File: config.mk
export PLATFORM = sky130hd
export DESIGN_NAME = piso_tx_flat
export DESIGN_NICKNAME = d
export VERILOG_FILES = /design/src/rtl/piso_tx_if.sv /design/src/rtl/piso_tx.sv /design/src/flat_wrapper.sv
export SDC_FILE = /design/constraint.sdc
export NUM_CORES = 1
export LEC_CHECK = 0
export BUFFER_PORTS_ARGS = -buffer_cell sky130_fd_sc_hd__buf_2
export CORE_MARGIN = 2
export CORE_UTILIZATION = 40
export CTS_BUF_LIST = sky130_fd_sc_hd__clkbuf_8
export DETAILED_ROUTE_END_ITERATION = 6
export PLACE_DENSITY = 0.54
export SETUP_SLACK_MARGIN = 0.1
export SLEW_MARGIN = 25
export SYNTH_ARGS = -nofsm -noshare
export SYNTH_HDL_FRONTEND = slang
export SYNTH_SLANG_ARGS = --single-unit
File: constraint.sdc
create_clock -name clk -period 5.04 [get_ports clk]
set_input_delay 0.504 -clock clk [delete_from_list [all_inputs] [get_ports clk]]
set_output_delay 0.504 -clock clk [all_outputs]
set_load 0.01 [all_outputs]
File: src/rtl/piso_tx_if.sv
// Handshake and serial-output bundle for piso_tx.
// The master side supplies parallel words. The slave side is the transmitter.
interface piso_tx_if #(
    parameter int WIDTH = 8,
    parameter int DEPTH = 4
);
    logic [WIDTH-1:0]         p;
    logic                     p_valid;
    logic                     p_ready;
    logic                     s;
    logic                     s_valid;
    logic                     frame;
    logic                     busy;
    logic [$clog2(DEPTH):0]   count;

    modport master (
        output p, p_valid,
        input  p_ready, s, s_valid, frame, busy, count
    );

    modport slave (
        input  p, p_valid,
        output p_ready, s, s_valid, frame, busy, count
    );
endinterface

File: src/rtl/piso_tx.sv
// Parallel-to-serial transmitter with a DEPTH-word input FIFO.
// Words are shifted out MSB first. frame marks the MSB cycle, and consecutive words follow with no gap.
//
// state | meaning
// IDLE  | shifter empty, s/s_valid/frame held low
// SHIFT | a word is in the shifter, bit bc_q is currently on s
module piso_tx #(
    parameter int WIDTH = 8,
    parameter int DEPTH = 4
) (
    input logic      clk,
    input logic      reset,
    piso_tx_if.slave tx
);
    localparam int AW  = $clog2(DEPTH);
    localparam int CW  = AW + 1;
    localparam int BCW = $clog2(WIDTH);

    typedef enum logic {IDLE, SHIFT} state_e;

    state_e           state_q;
    logic [WIDTH-1:0] mem_q [DEPTH];
    logic [AW-1:0]    wr_ptr_q, wr_ptr_d;
    logic [AW-1:0]    rd_ptr_q, rd_ptr_d;
    logic [CW-1:0]    count_q, count_d;
    logic [WIDTH-1:0] sr_q;
    logic [BCW-1:0]   bc_q;
    logic             s_q, s_valid_q, frame_q;

    logic             fifo_empty, p_ready_w, last_bit, push, pop;
    logic [WIDTH-1:0] head;

    assign fifo_empty = (count_q == '0);
    assign p_ready_w  = (count_q != CW'(DEPTH));
    assign last_bit   = (bc_q == BCW'(WIDTH - 1));
    assign push       = tx.p_valid && p_ready_w;
    // Pop is decided from the registered count, so a word pushed into an empty FIFO waits one edge.
    assign pop        = !fifo_empty && ((state_q == IDLE) || last_bit);
    assign head       = mem_q[rd_ptr_q];

    always_comb begin
        wr_ptr_d = wr_ptr_q + AW'(push);
        rd_ptr_d = rd_ptr_q + AW'(pop);
        count_d  = count_q;
        case ({push, pop})
            2'b10:   count_d = count_q + 1'b1;
            2'b01:   count_d = count_q - 1'b1;
            default: count_d = count_q;
        endcase
    end

    always_ff @(posedge clk) begin
        if (reset && push) begin
            mem_q[wr_ptr_q] <= tx.p;
        end
    end

    always_ff @(posedge clk) begin
        if (!reset) begin
            wr_ptr_q <= '0;
            rd_ptr_q <= '0;
            count_q  <= '0;
        end else begin
            wr_ptr_q <= wr_ptr_d;
            rd_ptr_q <= rd_ptr_d;
            count_q  <= count_d;
        end
    end

    always_ff @(posedge clk) begin
        if (!reset) begin
            state_q   <= IDLE;
            sr_q      <= '0;
            bc_q      <= '0;
            s_q       <= 1'b0;
            s_valid_q <= 1'b0;
            frame_q   <= 1'b0;
        end else if (pop) begin
            state_q   <= SHIFT;
            sr_q      <= head;
            bc_q      <= '0;
            s_q       <= head[WIDTH-1];
            s_valid_q <= 1'b1;
            frame_q   <= 1'b1;
        end else if (state_q == SHIFT && !last_bit) begin
            sr_q      <= {sr_q[WIDTH-2:0], 1'b0};
            bc_q      <= bc_q + 1'b1;
            s_q       <= sr_q[WIDTH-2];
            s_valid_q <= 1'b1;
            frame_q   <= 1'b0;
        end else begin
            state_q   <= IDLE;
            s_q       <= 1'b0;
            s_valid_q <= 1'b0;
            frame_q   <= 1'b0;
        end
    end

    assign tx.p_ready = p_ready_w;
    assign tx.s       = s_q;
    assign tx.s_valid = s_valid_q;
    assign tx.frame   = frame_q;
    assign tx.busy    = (state_q == SHIFT) || !fifo_empty;
    assign tx.count   = count_q;
endmodule

File: src/flat_wrapper.sv
// flat-port wrapper written by rule: the top's interface ports become plain ports
module piso_tx_flat 
#(
    parameter int WIDTH = 8,
    parameter int DEPTH = 4
)
  (clk, reset, tx_p, tx_p_valid, tx_p_ready, tx_s, tx_s_valid, tx_frame, tx_busy, tx_count);
  piso_tx_if #(.WIDTH(WIDTH), .DEPTH(DEPTH)) tx_i ();
  input logic clk;
  input logic reset;
  input wire logic [$bits(tx_i.p)-1:0] tx_p;
  input wire logic [$bits(tx_i.p_valid)-1:0] tx_p_valid;
  output wire logic [$bits(tx_i.p_ready)-1:0] tx_p_ready;
  output wire logic [$bits(tx_i.s)-1:0] tx_s;
  output wire logic [$bits(tx_i.s_valid)-1:0] tx_s_valid;
  output wire logic [$bits(tx_i.frame)-1:0] tx_frame;
  output wire logic [$bits(tx_i.busy)-1:0] tx_busy;
  output wire logic [$bits(tx_i.count)-1:0] tx_count;
  assign tx_i.p = tx_p;
  assign tx_i.p_valid = tx_p_valid;
  assign tx_p_ready = tx_i.p_ready;
  assign tx_s = tx_i.s;
  assign tx_s_valid = tx_i.s_valid;
  assign tx_frame = tx_i.frame;
  assign tx_busy = tx_i.busy;
  assign tx_count = tx_i.count;
  piso_tx #(.WIDTH(WIDTH), .DEPTH(DEPTH)) u_core (.clk(clk), .reset(reset), .tx(tx_i));
endmodule
==> run metrics, run 1 <==
Commonest cells post-synth=edfxtp_1 (32), dfxtp_1 (21), a21oi_1 (18); reg-to-reg startpoint=u_core.bc_q[0]; final slew viol count=0; met2 usage=0.214; Hold Path Depth=1; sequential element share of the synthesized area=0.667; 1st-pass router iterations=4; worst hold endpoint=u_core.mem_q[2][5]; number of global-route vias before repair=1170; Root Buffer Master=clkbuf_8; Hold Vio Cnt, Final=0; Fin Clk Skew=0.00411 ns; grt peak-use layer=met2; initial drt markers=72; Seq cells post-synth=53; grt met1 use=0.146; Die H=76.0 µm; Mapped Area=0.00207 mm²; global route overflow=0; most common cell in the netlist=edfxtp_1; initial antenna violation count=0; io pins=19; Worst EP required=about 5.3 ns; Area Overhead vs Synth=11.5%; max_cap viols=0; CTS tree=yes; FF-to-FF End=u_core.tx.count[2]; via count=1158; Setup WS post-layout=2.18 ns; detailed-route DRC error count=0; Static Leak=0.832 nW; Core Rows=26; buffers added on ports=18; CP max FO=13; top cell type's share of synthesized area=0.464; fin crit period=between 2 and 3 ns; Detailed Place HPWL=about 2200 µm; share of layout cells above drive strength 1=0.245; Setup Buffers After CTS=0; Reg2Reg Setup Slack=between 2 and 2.5 ns; Post-synth EDFFs=32; Max stage delay cell, worst path=nor2b_1; critical path launch point type=flop; # clock sinks=53; R2R depth=9; Rel. slew slack=0.433; number of buffer and inverter stages on the critical path=0; setup TNS=0 ns; mean post-synth cell area=14.5 µm²; core area=0.00504 mm²; number of gates resized after cts=0; Tcrit/Tclk final=0.568; Fmax=about 350 MHz; Die Area=0.00577 mm²; Starting Density=0.411; Hold/Removal Path Class=input port to flop; CP endpoint kind=flop; Clock Latency Late Sink=slightly below 0.3 ns; Tot GR Track Use=0.124; Worst-Margin Slew=~0.85 ns; Clock transition at path regs=around 0.090 ns; worst-path cell chain=ha_1 -> ha_1 -> nor2b_1 -> nor2_1 -> ha_1 -> fa_1 -> xnor2_1 -> or3_1 -> a21oi_1; maximum vdd ir drop=215 µV; crit-path most repeated cell=ha_1; CP delay by family, top=simple AND/OR/NAND/NOR gates; WL/cell=13.9 µm; Power Density=506 mW/mm²; H-tree Lvls=2; crit path kind=flop to flop; antenna-violating nets left=0; Post-Syn Nets=160; Cell variety after synth=30; die width=76.0 µm; met3 usage=0.0284; ant diodes=0; DR vias/cell=a little under 5; CTS buffer count=5; largest net degree at the start of global routing=16; Finish-stage setup viols=0; hold-fix buffers at CTS=0; async set-reset flop share out of synthesis=0; Final GP Congestion=0.749; most frequently used flop master after synthesis=edfxtp_1; Cells after Synth=143; slowest stage delay, CP=0.66 ns; outcome=completed; synth top area cells=edfxtp_1 (46%), dfxtp_1 (20%), mux4_2 (8.7%); Core Util, Final=0.458; CTS Buffer Depth=2; RSZ-0062 raised after global routing=false; first-pass GRT wire length=5440 µm; Yosys top cell by area=edfxtp_1; Placement Setup Slack=around 2.2 ns; Critical Path AT=between 3 and 4 ns; number of synthesis warnings=0; layout net count=between 150 and 200; worst hold start=tx_p[5]; DRT Wirelength=between 3000 and 4000 µm
worst max-delay path by stage:
stage / from / endpoint / cells after the start
after floorplan: u_core.bc_q[0] / u_core.tx.count[2] / 10
after global placement: u_core.bc_q[0] / u_core.tx.count[2] / 9
after detailed placement: u_core.bc_q[0] / u_core.tx.count[2] / 9
after CTS: u_core.bc_q[0] / u_core.tx.count[2] / 9
after global routing: u_core.bc_q[0] / u_core.tx.count[2] / 9
final: u_core.bc_q[0] / u_core.tx.count[2] / 9
cells in the final DEF, fill, tap and decap left out, drive strengths merged, types with 5 or more instances in the layout:
cell type,count
ha,5
nand2,9
mux4,8
nor2,5
dfxtp,21
a21oi,18
clkbuf,5
buf,20
o21ai,7
edfxtp,32
worst register-to-register path, cell delays in order, from the launching register on:
cell and delay (ns):
dfxtp_1 0.34, ha_1 0.20, ha_1 0.19, nor2b_1 0.66, nor2_1 0.17, ha_1 0.27
fa_1 0.38, xnor2_1 0.14, or3_1 0.30, a21oi_1 0.15
power by group:
part	leakage (nW)	switching [W]	internal, W
combinational	0.318	0.000189	0.000160
sequential	0.463	0.0000636	0.000541
clock	0.0505	0.000123	0.0000936
flip-flops by register name, indices dropped and copies added (netlist names):
name / flops
u_core.mem_q: 32
u_core.sr_q: 7
u_core.bc_q: 3
u_core.tx.count: 3
u_core.rd_ptr_q: 2
u_core.wr_ptr_q: 2
u_core.state_q: 1
u_core.tx.frame: 1
u_core.tx.s: 1
u_core.tx.s_valid: 1
through the flow:
stage / power [W] / std cells / instance area, µm² / hold WS (ns)
CTS: 0.00119 / 233 / 2310 / 0.411
detailed placement: 0.000970 / 225 / 2230 / 0.468
floorplan: 0.000881 / 143 / 2070 / 0.437
finish: 0.00117 / 233 / 2310 / 0.416
global route: 0.00125 / 233 / 2310 / 0.407
global placement: 0.000959 / 225 / 2230 / 0.458
layer usage:
| layer | part of all wire | vias up |
|---|---|---|
| met5 | 0 | - |
| met2 | 0.50 | 22 |
| met3 | 0.038 | 7 |
| met4 | 0.020 | 0 |
| met1 | 0.44 | 562 |
| li1 | - | 567 |
area by class of cell:
cell class | instances | area, µm²
tap | 70 | 87.6
clock buffer | 5 | 68.8
fill | 448 | 2730
sequential | 53 | 1380
inverter | 2 | 7.51
clock inverter | 3 | 12.5
multi-input combinational | 80 | 647
timing repair buffer | 20 | 105
kinds of logic after synthesis:
family                   count (synthesis)  share of synthesized area
multiplexers                             9                     0.0918
XOR/XNOR                                 4                     0.0169
buffers and inverters                   10                     0.0235
adder cells (fa/ha/maj)                  6                     0.0399
AND/OR/NAND/NOR                         34                     0.0918
flip-flops                              53                      0.667
AO/OA/AOI/OAI                           27                     0.0694
Note: power is estimated with default switching activity, not from simulation.
==> run 2: changes to the inputs <==
--- a/config.mk
+++ b/config.mk
@@ -5,6 +5,7 @@
 export SDC_FILE = /design/constraint.sdc
 export NUM_CORES = 1
 export LEC_CHECK = 0
+export ABC_AREA = 1
 export BUFFER_PORTS_ARGS = -buffer_cell sky130_fd_sc_hd__buf_2
 export CORE_MARGIN = 2
 export CORE_UTILIZATION = 40
==> constraint.sdc (replaced) <==
create_clock -name clk -period 2.65 [get_ports clk]
set_input_delay 0.265 -clock clk [delete_from_list [all_inputs] [get_ports clk]]
set_output_delay 0.265 -clock clk [all_outputs]
set_load 0.01 [all_outputs]
==> run metrics, run 2 <==
Post-synth EDFFs=32; ant diodes=0; async set-reset flop share out of synthesis=0; Commonest cells post-synth=nand2_1 (66), edfxtp_1 (32), dfxtp_1 (21); detailed-route DRC error count=0; Post-DP Area=about 0.0024 mm²; Final GP Congestion=0.726; Power Density=969 mW/mm²; crit path kind=flop to flop; sequential power share=0.482; fin crit period=2.15 ns; # clock sinks=53; DR vias/cell=4.46; mean post-synth cell area=10.2 µm²; max FFs per register=32; Starting Density=0.408; post-synthesis adder-cell area fraction=0.0372; sequential element share of the synthesized area=0.622; Mapped Area=~0.0022 mm²; Hold/Removal Path Class=input port to flop; WL/cell=between 10 and 15 µm; CTS tree=yes; core area=0.00544 mm²; Internal=about 0.0015 W; setup TNS=0 ns; Top Registers=u_core.mem_q (32), u_core.sr_q (7); most frequently used flop master after synthesis=edfxtp_1; Finish-stage setup viols=0; largest family of logic cells by synthesized area=simple AND/OR/NAND/NOR gates; Tot GR Track Use=0.138; Compound-Gate Fraction of Synth Area=0.0186; H-tree Lvls=2; number of gates resized after cts=0; via count=1406; Yosys top cell by area=edfxtp_1; layout net count=roughly 260; Core Rows=27; hold-fix buffers at CTS=0; CP max FO=8; Die Area=0.00616 mm²; maximum vdd ir drop=about 380 µV; max_cap viols=0; leading cell type in the layout, fill and taps excluded=nand2_1; mux contribution to synthesized area=0; share of total power in combinational logic=0.328; Switching Power=0.000885 W; XOR/XNOR share of the synthesized area=0.0158; DRT Wirelength=3690 µm; global route overflow=0; Max stage delay cell, worst path=fa_1; CTS buffer count=5; io pins=19; share of layout cells above drive strength 1=0.206; Cells after Synth=218; crit-path most repeated cell=ha_1; synth top area cells=edfxtp_1 (43%), dfxtp_1 (19%), nand2_1 (11%); FF/Latch Area=approximately 0.0014 mm²; largest net degree at the start of global routing=21; worst-path cell chain=ha_1 -> ha_1 -> inv_1 -> nand2_1 -> nand2_2 -> inv_2 -> ha_1 -> fa_1 -> or2_2 -> a31oi_1 -> nor2_1; Worst EP required=2.86 ns; most common cell in the netlist=nand2_1; die width=about 78 µm; Worst-Margin Slew=0.780 ns; switching share of power=0.370; Hold Vio Cnt, Final=0; outcome=completed; Post-Syn Nets=235; Synth Area in Simple Gates=0.250; Area Overhead vs Synth=11.3%; Setup Buffers After CTS=0; Cell variety after synth=27; number of synthesis warnings=0; top cell type's share of synthesized area=0.433; CTS Buffer Depth=2; Root Buffer Master=clkbuf_8; Detailed Place HPWL=2450 µm; commonest cells after routing, fill and taps aside=nand2_1 (66), edfxtp_1 (32), dfxtp_1 (21), nor2_1 (19), buf_2 (18); Clock transition at path regs=around 0.10 ns; area of the multi-input gates=around 710 µm²; Fin Clk Skew=0.00575 ns; Seq cells post-synth=53; Setup WS post-layout=about 0.50 ns; placed insts=307; initial antenna violation count=0; Core Util, Final=0.454; Placement Setup Slack=0.487 ns; buffers added on ports=18; CP endpoint kind=flop; critical path launch point type=flop; Top reg by flops=u_core.mem_q; final slew viol count=0; Fmax=between 400 and 500 MHz; fillers=520; Die H=78.5 µm; Non-Filler Instances=315; first-pass GRT wire length=6280 µm; initial drt markers=74; Critical Path AT=2.36 ns; Tcrit/Tclk final=0.811; cell area after layout=approximately 0.0025 mm²; slowest stage delay, CP=0.38 ns; Static Leak=approximately 1.1 nW; Rel. slew slack=0.479; 1st-pass router iterations=6; Clock Latency Late Sink=0.31 ns; antenna-violating nets left=0; number of global-route vias before repair=between 1000 and 1500; clock group share of total power=0.190; RSZ-0062 raised after global routing=false
[run 2: cell count changes after synthesis, moves of 9 or more]
cell and delta:
nand3_1 +13, nand2_2 +9, inv_1 +13, a21oi_1 -14, nand2_1 +58, nor2_1 +14
[run 2: power groups by stage]
stage | clock network (W) | logic [W] | registers (W)
floorplan | 0 | 0.000644 | 0.00114
global placement | 0 | 0.000798 | 0.00117
detailed placement | 0 | 0.000797 | 0.00117
CTS | 0.000467 | 0.000801 | 0.00116
global route | 0.000506 | 0.000929 | 0.00117
finish | 0.000455 | 0.000785 | 0.00115
[run 2: worst max-delay path: cells and delay by family, from the launching register on]
family,cells,cell delay [ns]
AO/OA/AOI/OAI,1,0.13
adder cells (fa/ha/maj),4,0.96
buffers and inverters,2,0.14
flip-flops,1,0.33
AND/OR/NAND/NOR,4,0.50
[run 2: final cells by class]
| type | instances | share of cell area |
|---|---|---|
| clock buffers | 5 | 0.0278 |
| repair buffers | 23 | 0.0516 |
| inverters | 17 | 0.0278 |
| multi-input cells | 142 | 0.289 |
| clock inverters | 3 | 0.00810 |
| flip-flops and latches | 53 | 0.559 |
| well taps | 72 | 0.0365 |
[run 2: logic make-up (layout without fill, tap and decap cells)]
| kind of cell | count (synthesis) | after routing |
|---|---|---|
| AND/OR/NAND/NOR | 124 | 124 |
| flip-flops | 53 | 53 |
| buffers and inverters | 23 | 48 |
| AO/OA/AOI/OAI | 8 | 8 |
| adder cells (fa/ha/maj) | 6 | 6 |
| XOR/XNOR | 4 | 4 |
[run 2: worst paths after layout]
check                                          end      startpoint  cells after the start  slack (ns)
worst min-delay path            u_core.mem_q[3][2]         tx_p[2]                      1        0.17
worst max-delay path            u_core.tx.count[2]  u_core.bc_q[0]                     11        0.50
worst max register to register  u_core.tx.count[2]  u_core.bc_q[0]                     11        0.50
worst min register to register      u_core.sr_q[3]  u_core.sr_q[3]                      2        0.45
[run 2: layer usage]
layer / vias to the layer above / share of wire / global-route usage / wire (µm)
met2: 23 / 0.44 / 0.215 / 1640
met1: 628 / 0.52 / 0.181 / 1910
met5: - / 0 / 0 / 0
met4: 0 / 0.0073 / 0.0421 / 27
met3: 4 / 0.032 / 0.0483 / 117
li1: 751 / - / - / -
[run 2: stage by stage]
step	power (W)	hold WS (ns)
5_1_grt	0.00261	0.147
3_3_place_gp	0.00197	0.440
4_1_cts	0.00242	0.157
6_report	0.00239	0.167
3_5_place_dp	0.00197	0.441
2_1_floorplan	0.00178	0.364
==> run 3: changes to the inputs <==
--- a/config.mk
+++ b/config.mk
@@ -5,13 +5,13 @@
 export SDC_FILE = /design/constraint.sdc
 export NUM_CORES = 1
 export LEC_CHECK = 0
-export ABC_AREA = 1
+export ABC_AREA = 0
 export BUFFER_PORTS_ARGS = -buffer_cell sky130_fd_sc_hd__buf_2
 export CORE_MARGIN = 2
 export CORE_UTILIZATION = 40
 export CTS_BUF_LIST = sky130_fd_sc_hd__clkbuf_8
 export DETAILED_ROUTE_END_ITERATION = 6
-export PLACE_DENSITY = 0.54
+export PLACE_DENSITY = 0.57
 export SETUP_SLACK_MARGIN = 0.1
 export SLEW_MARGIN = 25
 export SYNTH_ARGS = -nofsm -noshare
==> constraint.sdc (replaced) <==
create_clock -name clk -period 1.91 [get_ports clk]
set_input_delay 0.191 -clock clk [delete_from_list [all_inputs] [get_ports clk]]
set_output_delay 0.191 -clock clk [all_outputs]
set_load 0.01 [all_outputs]
==> run metrics, run 3 (synthesis results as in run 1) <==
ant diodes=0; cell area after layout=0.00256 mm²; layout net count=about 190; core area=0.00504 mm²; Clock Latency Late Sink=0.30 ns; CP endpoint kind=flop; Reg2Reg Setup Slack=-0.20 ns; Worst EP required=roughly 2.2 ns; Starting Density=0.411; Max stage delay cell, worst path=or3_1; Detailed Place HPWL=2430 µm; H-tree Lvls=2; FF-to-FF End=u_core.tx.count[2]; fillers=430; antenna-violating nets left=0; via count=1212; Hold/Removal Path Class=input port to flop; initial antenna violation count=0; maximum vdd ir drop=758 µV; Finish-stage setup viols=1; uppermost routed layer=met4; critical path launch point type=flop; Top Registers=u_core.mem_q (32), u_core.sr_q (7); worst hold endpoint=u_core.mem_q[2][1]; worst-path cell chain=ha_4 -> ha_4 -> nor2b_4 -> nor2_4 -> ha_4 -> fa_2 -> xnor2_2 -> or3_1 -> a21oi_2; number of global-route vias before repair=1216; RSZ-0062 raised after global routing=true; Core Rows=26; CTS buffer count=5; Die H=76.0 µm; commonest cells after routing, fill and taps aside=edfxtp_1 (32), dfxtp_1 (19), buf_2 (18), a21oi_1 (17), buf_4 (12); reg-to-reg startpoint=u_core.bc_q[1]; final slew viol count=0; detailed-route DRC error count=0; placed insts=234; crit path kind=flop to flop; Top reg by flops=u_core.mem_q; CTS Buffer Depth=2; Non-Filler Instances=245; CP delay by family, top=adder cells; Hold Vio Cnt, Final=0; fin crit period=2.11 ns; outcome=complete, but fails checks; CTS tree=yes; DR vias/cell=4.95; die width=76.0 µm; DRT Wirelength=3480 µm; CP max FO=2; M1 wire length=around 1500 µm; Final GP Congestion=0.737; Area Overhead vs Synth=23.7%; Worst-Margin Slew=0.474 ns; worst hold start=tx_p[1]; leading cell type in the layout, fill and taps excluded=edfxtp_1; Root Buffer Master=clkbuf_8; Die Area=0.00577 mm²; max FFs per register=32; R2R depth=9; failing checks=negative setup slack; FF/Latch Area=between 0.001 and 0.0015 mm²; Tcrit/Tclk final=1.10; number of buffer and inverter stages on the critical path=0; Fin Clk Skew=0.0102 ns; Fin Hold WS=a little under 0.1 ns; initial drt markers=40; buffers added on ports=18; Power Density=about 1400 mW/mm²; # clock sinks=53; io pins=19; Post-DP Area=0.00236 mm²; max_cap viols=0; largest net degree at the start of global routing=17; Fmax=around 470 MHz; Clock transition at path regs=0.09 ns; first-pass GRT wire length=5700 µm; share of layout cells above drive strength 1=0.371; Rel. slew slack=0.684; Tot GR Track Use=0.129; Core Util, Final=0.508; global route overflow=0; Critical Path AT=2.35 ns; 1st-pass router iterations=3; WL/cell=14.2 µm; Static Leak=0.918 nW; crit-path most repeated cell=ha_4; met2 wire len=1790 µm; Hold Path Depth=1; Setup WS post-layout=-0.198 ns; met3 wire length=114 µm; slowest stage delay, CP=around 0.4 ns; area of the multi-input gates=approximately 730 µm²
run 3: cell types whose count changed in the layout (fill, tap and decap cells not counted), sizes merged, moves of 4 or more:
cell and change:
nand2 -68, nor2 -17, inv -16, a21oi +14, nand3 -14, buf +9
mux4 +8, o21ai +4
run 3: worst max path at each step:
stage,startpoint,end,slack (ns),cells past startpoint
finish,u_core.bc_q[1],u_core.tx.count[2],-0.20,9
global route,u_core.bc_q[1],u_core.tx.count[2],-0.25,9
floorplan,u_core.bc_q[1],u_core.tx.count[2],-0.19,10
detailed placement,u_core.bc_q[1],u_core.tx.count[2],-0.14,9
CTS,u_core.bc_q[1],u_core.tx.count[2],-0.16,9
global placement,u_core.bc_q[1],u_core.tx.count[2],-0.08,9
run 3: final cells by class:
class                           instances  share of cell area
Inverter                                2             0.00293
Timing Repair Buffer                   32              0.0859
Clock buffer                            5              0.0268
Tap cell                               70              0.0342
Clock inverter                          3              0.0254
Multi-Input combinational cell         80               0.285
Sequential cell                        53               0.540
run 3: per-stage QoR:
stage	setup TNS (ns)	setup slack (ns)	total power [W]
2_1_floorplan	-0.187	-0.187	0.00244
3_3_place_gp	-0.0782	-0.0782	0.00274
3_5_place_dp	-0.139	-0.139	0.00279
4_1_cts	-0.165	-0.165	0.00367
5_1_grt	-0.246	-0.246	0.00391
6_report	-0.198	-0.198	0.00368
run 3: worst register-to-register path, stage by stage, from the launching register on:
cell and delay, ns:
dfxtp_2 0.35, ha_4 0.16, ha_4 0.16, nor2b_4 0.13, nor2_4 0.05, ha_4 0.17
fa_2 0.35, xnor2_2 0.14, or3_1 0.40, a21oi_2 0.15
run 3: per-layer routing:
layer,up-vias,global-route usage
li1,595,-
met3,6,0.0367
met2,15,0.227
met5,-,0
met1,596,0.151
met4,0,0.0436
run 3: power breakdown:
| group | internal, W | leakage, nW | switching (W) |
|---|---|---|---|
| clock | 0.000519 | 0.0643 | 0.000347 |
| combinational | 0.000621 | 0.389 | 0.000617 |
| sequential | 0.00143 | 0.464 | 0.000144 |
run 3: timing repair:
item,4_1_cts,5_1_grt
endpoints found under the setup margin,9,13
setup buffers,0,3
resized for setup,3,1
pin swaps,0,9
hold buffers,0,0
